--- src/rtl/dso_uart_pkg.sv ---
// Shared types and constants for the DSO UART command/response framer.
// ACK/NAK are the response bytes the command processor sends back.
package dso_uart_pkg;

    localparam int CMD_W  = 24;
    localparam int BYTE_W = 8;

    localparam logic [BYTE_W-1:0] ACK = 8'hA5;
    localparam logic [BYTE_W-1:0] NAK = 8'hEE;

    typedef enum logic [1:0] {
        WAIT_B0,
        WAIT_B1,
        WAIT_B2,
        CMD_HOLD
    } rx_state_t;

    typedef enum logic {
        TX_IDLE,
        TX_BUSY
    } tx_state_t;

endpackage

--- src/rtl/dso_resp_fifo.sv ---
// Byte FIFO for queued responses; extra pointer MSB tells full from empty.
// Full is registered; a push while full only lands if a pop frees a slot.
module dso_resp_fifo
    import dso_uart_pkg::*;
#(
    parameter int DEPTH = 4
) (
    input  logic              clk,
    input  logic              rst,
    input  logic              push,
    input  logic [BYTE_W-1:0] din,
    input  logic              pop,
    output logic [BYTE_W-1:0] dout,
    output logic              full,
    output logic              empty
);

    localparam int AW = $clog2(DEPTH);

    logic [AW:0]       wr_ptr;
    logic [AW:0]       rd_ptr;
    logic [AW:0]       wr_nxt;
    logic [AW:0]       rd_nxt;
    logic              do_push;
    logic              do_pop;
    logic [BYTE_W-1:0] mem [DEPTH];

    assign empty   = (wr_ptr == rd_ptr);
    assign do_pop  = pop && !empty;
    assign do_push = push && (!full || do_pop);

    assign wr_nxt = do_push ? wr_ptr + (AW+1)'(1) : wr_ptr;
    assign rd_nxt = do_pop  ? rd_ptr + (AW+1)'(1) : rd_ptr;

    always_ff @(posedge clk) begin
        if (rst) begin
            wr_ptr <= '0;
            rd_ptr <= '0;
            full   <= 1'b0;
        end else begin
            wr_ptr <= wr_nxt;
            rd_ptr <= rd_nxt;
            full   <= (wr_nxt[AW] != rd_nxt[AW]) &&
                      (wr_nxt[AW-1:0] == rd_nxt[AW-1:0]);
        end
    end

    // Storage needs no reset; only the pointers define validity.
    always_ff @(posedge clk) begin
        if (do_push) begin
            mem[wr_ptr[AW-1:0]] <= din;
        end
    end

    assign dout = mem[rd_ptr[AW-1:0]];

endmodule

--- src/rtl/dso_uart_cmd_if.sv ---
// UART command framer (3 bytes -> 24-bit cmd) and response byte sender.
// Define CMD_TIMEOUT_EN to abort stalled partial frames with frame_err.
module dso_uart_cmd_if
    import dso_uart_pkg::*;
#(
    parameter int          RESP_DEPTH  = 4,
    parameter logic [19:0] TIMEOUT_CYC = 20'd1_000_000
) (
    input  logic              clk,
    input  logic              rst,
    input  logic              rx_rdy,
    input  logic [BYTE_W-1:0] rx_data,
    output logic              clr_rx_rdy,
    output logic [CMD_W-1:0]  cmd,
    output logic              cmd_rdy,
    input  logic              clr_cmd_rdy,
    input  logic [BYTE_W-1:0] resp,
    input  logic              send_resp,
    output logic              resp_full,
    output logic              trmt,
    output logic [BYTE_W-1:0] tx_data,
    input  logic              tx_done,
    output logic              frame_err
);

    rx_state_t         rx_state;
    rx_state_t         rx_next;
    logic              capture;
    logic              timeout;
    logic [BYTE_W-1:0] byte0;
    logic [BYTE_W-1:0] byte1;

    always_comb begin
        rx_next = rx_state;
        capture = 1'b0;
        unique case (rx_state)
            WAIT_B0: begin
                if (rx_rdy) begin
                    capture = 1'b1;
                    rx_next = WAIT_B1;
                end
            end
            WAIT_B1: begin
                if (rx_rdy) begin
                    capture = 1'b1;
                    rx_next = WAIT_B2;
                end
            end
            WAIT_B2: begin
                if (rx_rdy) begin
                    capture = 1'b1;
                    rx_next = CMD_HOLD;
                end
            end
            CMD_HOLD: begin
                if (clr_cmd_rdy) begin
                    rx_next = WAIT_B0;
                end
            end
            default: rx_next = WAIT_B0;
        endcase
        if (timeout) begin
            rx_next = WAIT_B0;
        end
    end

    assign clr_rx_rdy = capture;
    assign cmd_rdy    = (rx_state == CMD_HOLD);

    // Partial bytes live in a shadow so cmd only changes on a full frame.
    always_ff @(posedge clk) begin
        if (rst) begin
            rx_state <= WAIT_B0;
            byte0    <= '0;
            byte1    <= '0;
            cmd      <= '0;
        end else begin
            rx_state <= rx_next;
            if (capture) begin
                unique case (rx_state)
                    WAIT_B0: byte0 <= rx_data;
                    WAIT_B1: byte1 <= rx_data;
                    WAIT_B2: cmd   <= {byte0, byte1, rx_data};
                    default: ;
                endcase
            end
        end
    end

`ifdef CMD_TIMEOUT_EN
    logic [19:0] tmo_cnt;
    logic        mid_frame;
    logic        frame_err_q;

    assign mid_frame = (rx_state == WAIT_B1) || (rx_state == WAIT_B2);
    assign timeout   = mid_frame && !capture &&
                       (tmo_cnt == TIMEOUT_CYC - 20'd1);
    assign frame_err = frame_err_q;

    always_ff @(posedge clk) begin
        if (rst) begin
            tmo_cnt     <= '0;
            frame_err_q <= 1'b0;
        end else begin
            frame_err_q <= timeout;
            if (capture || timeout || !mid_frame) begin
                tmo_cnt <= '0;
            end else begin
                tmo_cnt <= tmo_cnt + 20'd1;
            end
        end
    end
`else
    logic unused_tmo;

    assign timeout    = 1'b0;
    assign frame_err  = 1'b0;
    assign unused_tmo = ^TIMEOUT_CYC;
`endif

    tx_state_t         tx_state;
    tx_state_t         tx_next;
    logic              pop;
    logic              trmt_next;
    logic              fifo_empty;
    logic [BYTE_W-1:0] fifo_dout;

    dso_resp_fifo #(
        .DEPTH (RESP_DEPTH)
    ) u_fifo (
        .clk   (clk),
        .rst   (rst),
        .push  (send_resp),
        .din   (resp),
        .pop   (pop),
        .dout  (fifo_dout),
        .full  (resp_full),
        .empty (fifo_empty)
    );

    always_comb begin
        tx_next   = tx_state;
        pop       = 1'b0;
        trmt_next = 1'b0;
        unique case (tx_state)
            TX_IDLE: begin
                if (!fifo_empty) begin
                    pop       = 1'b1;
                    trmt_next = 1'b1;
                    tx_next   = TX_BUSY;
                end
            end
            TX_BUSY: begin
                if (tx_done) begin
                    tx_next = TX_IDLE;
                end
            end
            default: tx_next = TX_IDLE;
        endcase
    end

    always_ff @(posedge clk) begin
        if (rst) begin
            tx_state <= TX_IDLE;
            trmt     <= 1'b0;
            tx_data  <= '0;
        end else begin
            tx_state <= tx_next;
            trmt     <= trmt_next;
            if (pop) begin
                tx_data <= fifo_dout;
            end
        end
    end

endmodule

--- config.mk ---
export PLATFORM = sky130hd
export DESIGN_NAME = dso_uart_cmd_if
export DESIGN_NICKNAME = d
export VERILOG_FILES = /design/src/rtl/dso_uart_pkg.sv /design/src/rtl/dso_resp_fifo.sv /design/src/rtl/dso_uart_cmd_if.sv
export SDC_FILE = /design/constraint.sdc
export NUM_CORES = 1
export LEC_CHECK = 0
export ABC_AREA = 1
export CAP_MARGIN = 20
export CELL_PAD_IN_SITES_DETAIL_PLACEMENT = 1
export CELL_PAD_IN_SITES_GLOBAL_PLACEMENT = 1
export CORE_ASPECT_RATIO = 0.6
export CORE_MARGIN = 10
export CORE_UTILIZATION = 38
export CTS_BUF_LIST = sky130_fd_sc_hd__clkbuf_4 sky130_fd_sc_hd__clkbuf_8
export DETAILED_ROUTE_END_ITERATION = 10
export GPL_TIMING_DRIVEN = 0
export HOLD_SLACK_MARGIN = 0.06
export PLACE_DENSITY_LB_ADDON = 0.1
export REMOVE_ABC_BUFFERS = 1
export SLEW_MARGIN = 20
export SYNTH_ARGS = -nofsm -noshare
export SYNTH_HDL_FRONTEND = slang
export SYNTH_SLANG_ARGS = --single-unit
--- constraint.sdc ---
create_clock -name clk -period 1.58 [get_ports clk]
set_input_delay 0.474 -clock clk [delete_from_list [all_inputs] [get_ports clk]]
set_output_delay 0.474 -clock clk [all_outputs]
set_load 0.05 [all_outputs]
==> results of run 1 <==
flip-flops by register name, summed over array words and instances (netlist names):
register and flops:
u_fifo.full 1, rx_state 2, byte1 8, byte0 8, tx_state 1, cmd 24, tx_data 8, u_fifo.mem 32
trmt 1, u_fifo.wr_ptr 3, u_fifo.rd_ptr 3
power by group:
part | internal, mW | total [mW] | leakage, nW | switching [mW]
clock network | 0.834 | 1.65 | 0.110 | 0.820
logic | 1.29 | 3.71 | 1.06 | 2.42
registers | 2.85 | 3.11 | 0.782 | 0.257
per-stage QoR:
step                util (%)  instances
finish                  53.6        587
global route            53.6        587
CTS                     52.2        578
detailed placement      45.7        537
global placement        45.7        537
floorplan                  -        364
cell type report:
class	instances	area [um2]	share of cell area, %
Tap cell	116	145	2.97
Timing Repair inverter	1	7.51	0.154
Sequential cell	91	2170	44.3
Clock inverter	4	48.8	0.998
Timing Repair Buffer	90	787	16.1
Clock buffer	12	159	3.25
Inverter	28	139	2.84
Multi-Input combinational cell	245	1440	29.4
metal layers:
layer / GRT usage, % / part of all wire [%] / vias to the layer above / routed length (um)
li1: - / - / 1443 / -
met1: 19.7 / 47 / 1436 / 4910
met2: 24.1 / 47 / 60 / 4900
met3: 4.41 / 5.3 / 12 / 552
met4: 4.61 / 1.0 / 0 / 106
met5: 0 / 0 / - / 0
logic make-up (layout without fill, tap and decap cells):
logic type	Yosys count	after routing	synth area share [%]
compound gates	95	95	13.8
fa+ha+maj	9	9	3.17
flops	91	91	60.3
other cells	1	1	0.106
buf+inv	48	135	5.71
simple gates	136	136	15.9
xor+xnor	4	4	0.987
cell usage after synthesis, drive strengths merged:
cell and number:
edfxtp 32, o21ai 57, dfxtp 59, a31oi 8, clkinv 1, nand3 18, o31ai 1, ha 9
a21oi 28, clkbuf 15, nor2 80, conb 1, o22ai 1, nor3 1, nand2 37, inv 27
buf 5, xnor2 1, xor2 3
what timing repair did:
item / 4_1_cts / 5_1_grt
cloned: 1 / 0
setup endpoints to repair: 127 / 97
resized for setup: 187 / 82
pin swaps: 13 / 15
buffers inserted: 24 / 9
how the worst max path moves through the flow:
stage | startpoint | endpoint | slack [ns] | cells past startpoint
after floorplan | rx_state[0]$_SDFFE_PP0P_ | byte1[0]$_SDFFE_PP0P_ | -1.05 | 5
after global placement | rx_rdy | clr_rx_rdy | -1.53 | 4
after detailed placement | rx_rdy | clr_rx_rdy | -1.54 | 4
after CTS | rx_state[0]$_SDFFE_PP0P_ | clr_rx_rdy | -0.13 | 3
after global routing | rx_state[0]$_SDFFE_PP0P_ | clr_rx_rdy | -0.15 | 3
final | rx_state[0]$_SDFFE_PP0P_ | clr_rx_rdy | -0.12 | 3
layout by cell type (no fill, tap or decap), types with 4 or more instances in the layout:
master,count
buf_4,24
o21ai_1,6
buf_12,7
nor2_1,74
dfxtp_4,6
clkdlybuf4s18_2,5
ha_1,6
nand3_1,14
nand2_2,5
buf_6,4
buf_2,26
o21ai_0,50
a21oi_1,28
dfxtp_1,51
edfxtp_1,32
inv_1,20
clkdlybuf4s50_1,19
clkbuf_8,11
a31oi_1,8
nand2_1,21
nand2_4,8
nor2_4,5
critical path, delay by kind of cell, from the launching register on:
| family | cells | cell delay (ns) |
|---|---|---|
| flip-flops | 1 | 0.37 |
| adder cells (fa/ha/maj) | 1 | 0.17 |
| buffers and inverters | 1 | 0.17 |
| AND/OR/NAND/NOR | 1 | 0.15 |
==> metrics.yaml, run 1 <==
clock_tree:
  cts_sinks: 91
  cts_buffer_depth: 2
  cts_made_buffers: 9
  clock-root-buffer: "clkbuf_8"
  tritoncts: "done"
  insertion_delay_ns: 0.37
  htreeDepth: 3
  cts.hold.buffers_added: 0
  cts.clk_slew.worst_paths_ns: 0.09
critical_path:
  slowest_delay_ns: 0.37
  startpoint_type: "register"
  cp.arrival_ns: 1.23
  slowest_stage: "dfxtp_4"
  crit_chain: "ha_4 -> nor2_4 -> buf_8"
  r2r-end: "u_fifo.mem[0][7]$_DFFE_PP_"
  worstRegToRegCells: 9
  critPathCaptureType: "primary output"
  r2r_slack_ns: -0.03
  cp_max_fo: 3
  worstSetupPathType: "register to primary output"
  cp.required_ns: 1.11
  r2r_start: "u_fifo.rd_ptr[0]$_SDFF_PP0_"
power:
  max-vdd-ir-drop_v: 0.000704
  p_total_mw: 8.48
  powerDensity_nw_per_um2: 1730
  leakage_nw: 1.95
layout:
  diodes: 0
  filler_cell_count: 1021
  finalInstanceArea_um2: 4890
  drive_gt1_share_pct: 28.5
  num-nets-final: 497
  syn2layout_area_growth_pct: 37.8
placement:
  portBuffers: 57
  place_hpwl_um: 6470
  finalWeightedCongestion: 0.756
  place_area_um2: 4170
  dp_slack_ns: -1.54
timing:
  hold_viol_final: 0
  finalSetupTns_ns: -0.507
  period_share_pct: 108
  timing.hold.ws_ns: 0.464
  drv_slew: 0
  setup_viol_count_final: 25
  setup_ws_ns: -0.122
  max_freq_mhz: 587
  skew_ns: 0.00835
  final.min_clock_period_ns: 1.70
  rsz0062_at_grt: "yes"
global_route:
  grt_pass1_wl_um: 16000
  grt_max_degree: 43
  grt.overflow.total: 0
  grtUsageTotal_pct: 15.2
  grt_pass1_vias: 3050
  antenna_found_initial: 0
floorplanning:
  top_level_ports: 59
  rows: 27
  start_util_pct: 38.9
  die_area_um2: 13700
  die-height_um: 94.9
  die_width_um: 145
  core_um2: 9120
logic_synthesis:
  syn_area_um2: 3550
  ys_ff_latch: 91
  yosys.area.top_type: "dfxtp_1"
  ys_seq_area_share_pct: 60.3
  yosysWarnings: 0
  post-synth-top-area-fraction_pct: 33.3
  synth_area_leaders: "dfxtp_1, edfxtp_1, nor2_1"
  synth_cell_types: 26
  syn-mean-instance-area_um2: 9.24
  syn_inst: 384
route:
  drt_wl_total_um: 10500
  wire_per_inst_um: 17.8
  first_pass_iters: 4
  via_per_inst: 5.03
  drc: 0
  vias: 2951
  antenna_left: 0
  drt-initial-drc-count: 151
flow_run:
  cap_violations: 0
min_path:
  holdPathStages: 2
  hold_class: "register to register"
  min_from: "byte0[4]$_SDFFE_PP0P_"
  hold_path_end: "cmd[20]$_SDFFE_PP0P_"
status:
  violations: "negative setup slack"
  status: "complete, but fails checks"
Note: power is estimated with default switching activity, not from simulation.
==> inputs of run 2 (changes only) <==
- GPL_ROUTABILITY_DRIVEN: not set -> 0
- RECOVER_POWER: not set -> 25
==> run 2 against run 1 <==
Against the previous run:
- the run still ends with negative setup slack left
- largest cell class unchanged
- clock-buffer cell count stayed put
- power hardly changed
- critical path depth stayed put
- critical path type unchanged
- highest routed layer unchanged
- sequential share of layout area stayed put
- flip-flop and latch count stayed put
- hold slack stayed put
==> metrics.yaml, run 2 (same netlist as run 1, synthesis figures left out) <==
status:
  status: "complete, but fails checks"
  violations: "negative setup slack"
floorplanning:
  die_area_um2: 13700
  start_util_pct: 38.9
  die-height_um: 94.9
  top_level_ports: 59
  core_um2: 9120
  die_width_um: 145
  rows: 27
timing:
  setup_ws_ns: -0.122
  drv_slew: 0
  skew_ns: 0.00835
  rsz0062_at_grt: "yes"
  period_share_pct: 108
  final.min_clock_period_ns: 1.70
  max_freq_mhz: 587
  hold_viol_final: 0
  setup_viol_count_final: 25
clock_tree:
  tritoncts: "done"
  cts_sinks: 91
  cts.clk_slew.worst_paths_ns: 0.09
  htreeDepth: 3
  insertion_delay_ns: 0.37
  clock-root-buffer: "clkbuf_8"
  cts_buffer_depth: 2
  cts_made_buffers: 9
  cts.hold.buffers_added: 0
critical_path:
  worstSetupPathType: "register to primary output"
  r2r_start: "u_fifo.rd_ptr[0]$_SDFF_PP0_"
  r2r-end: "u_fifo.mem[0][7]$_DFFE_PP_"
  critPathCaptureType: "primary output"
  cp_max_fo: 3
  cp.required_ns: 1.11
  r2r_slack_ns: -0.03
  cp.arrival_ns: 1.23
  startpoint_type: "register"
  worstRegToRegCells: 9
min_path:
  min_from: "byte0[4]$_SDFFE_PP0P_"
  hold_path_end: "cmd[20]$_SDFFE_PP0P_"
  holdPathStages: 2
  hold_class: "register to register"
global_route:
  grtUsageTotal_pct: 15.2
  grt_pass1_vias: 3050
  grt_pass1_wl_um: 16000
  grt.overflow.total: 0
  grt_max_degree: 43
  antenna_found_initial: 0
route:
  via_per_inst: 5.04
  drt-initial-drc-count: 151
  vias: 2957
  first_pass_iters: 4
  wire_per_inst_um: 17.8
  drc: 0
  antenna_left: 0
  drt_wl_total_um: 10500
layout:
  syn2layout_area_growth_pct: 37.8
  filler_cell_count: 1021
  num-nets-final: 497
  largest_reg_flops: 32
  layout_common_cells: "nor2_1, dfxtp_1, o21ai_0, edfxtp_1, a21oi_1"
  drive_gt1_share_pct: 28.5
  final_cells: 587
  diodes: 0
  final_common_cell: "nor2_1"
power:
  leakage_nw: 1.96
  p_total_mw: 8.47
  max-vdd-ir-drop_v: 0.000704
  powerDensity_nw_per_um2: 1730
placement:
  placed_cells: 537
  portBuffers: 57
  place_hpwl_um: 6470
flow_run:
  cap_violations: 0
==> run 2: cell types whose count changed in the layout (fill, tap and decap cells not counted) <==
| cell | delta |
|---|---|
| dlygate4sd3_1 | +7 |
| clkdlybuf4s50_1 | -7 |
==> run 2: where the power goes <==
group	internal, mW	switching (mW)
Combinational	1.29	2.42
Sequential	2.85	0.257
Clock	0.834	0.820
Total	4.97	3.50
==> run 2: critical path: stages (launching register included) <==
cell and delay [ns]:
dfxtp_4 0.37, ha_4 0.17, nor2_4 0.15, buf_8 0.17
==> run 2: layout make-up <==
cell class,instances,area (um2),area share [%]
flip-flops and latches,91,2170,44.3
clock buffers,12,159,3.25
repair inverters,1,7.51,0.154
inverters,28,139,2.84
multi-input cells,245,1440,29.4
well taps,116,145,2.97
repair buffers,90,787,16.1
clock inverters,4,48.8,0.998
==> run 2: worst max-delay path by stage <==
| stage | startpoint | end | depth (start not counted) |
|---|---|---|---|
| floorplan | rx_state[0]$_SDFFE_PP0P_ | byte1[0]$_SDFFE_PP0P_ | 5 |
| global placement | rx_rdy | clr_rx_rdy | 4 |
| detailed placement | rx_rdy | clr_rx_rdy | 4 |
| CTS | rx_state[0]$_SDFFE_PP0P_ | clr_rx_rdy | 3 |
| global route | rx_state[0]$_SDFFE_PP0P_ | clr_rx_rdy | 3 |
| finish | rx_state[0]$_SDFFE_PP0P_ | clr_rx_rdy | 3 |
==> run 2: stage by stage <==
stage | setup TNS (ns) | hold slack (ns) | worst slack, ns | cell area (um2) | util [%]
floorplan | -29.47 | 0.432 | -1.05 | 3460 | -
global placement | -102.95 | 0.441 | -1.53 | 4170 | 45.7
detailed placement | -93.39 | 0.449 | -1.54 | 4170 | 45.7
CTS | -1.79 | 0.462 | -0.134 | 4760 | 52.2
global route | -2.66 | 0.484 | -0.151 | 4890 | 53.6
finish | -0.507 | 0.464 | -0.122 | 4890 | 53.6
==> run 2: timing repair <==
item	in CTS	in global routing
setup endpoints to repair	127	97
cloned	1	0
setup buffers	24	9
resized for setup	187	82
pin swaps	13	15
==> run 2: layer usage <==
layer | vias to the layer above | wire, um | part of all wire [%] | track usage (%)
li1 | 1443 | - | - | -
met1 | 1440 | 4900 | 47 | 19.7
met2 | 62 | 4900 | 47 | 24.1
met3 | 12 | 559 | 5.3 | 4.41
met4 | 0 | 106 | 1.0 | 4.61
met5 | - | 0 | 0 | 0
==> inputs of run 3 (changes only) <==
- TNS_END_PERCENT: not set -> 100
==> results of run 3 <==
Final layout, timing and power as in run 2 (identical DEF).
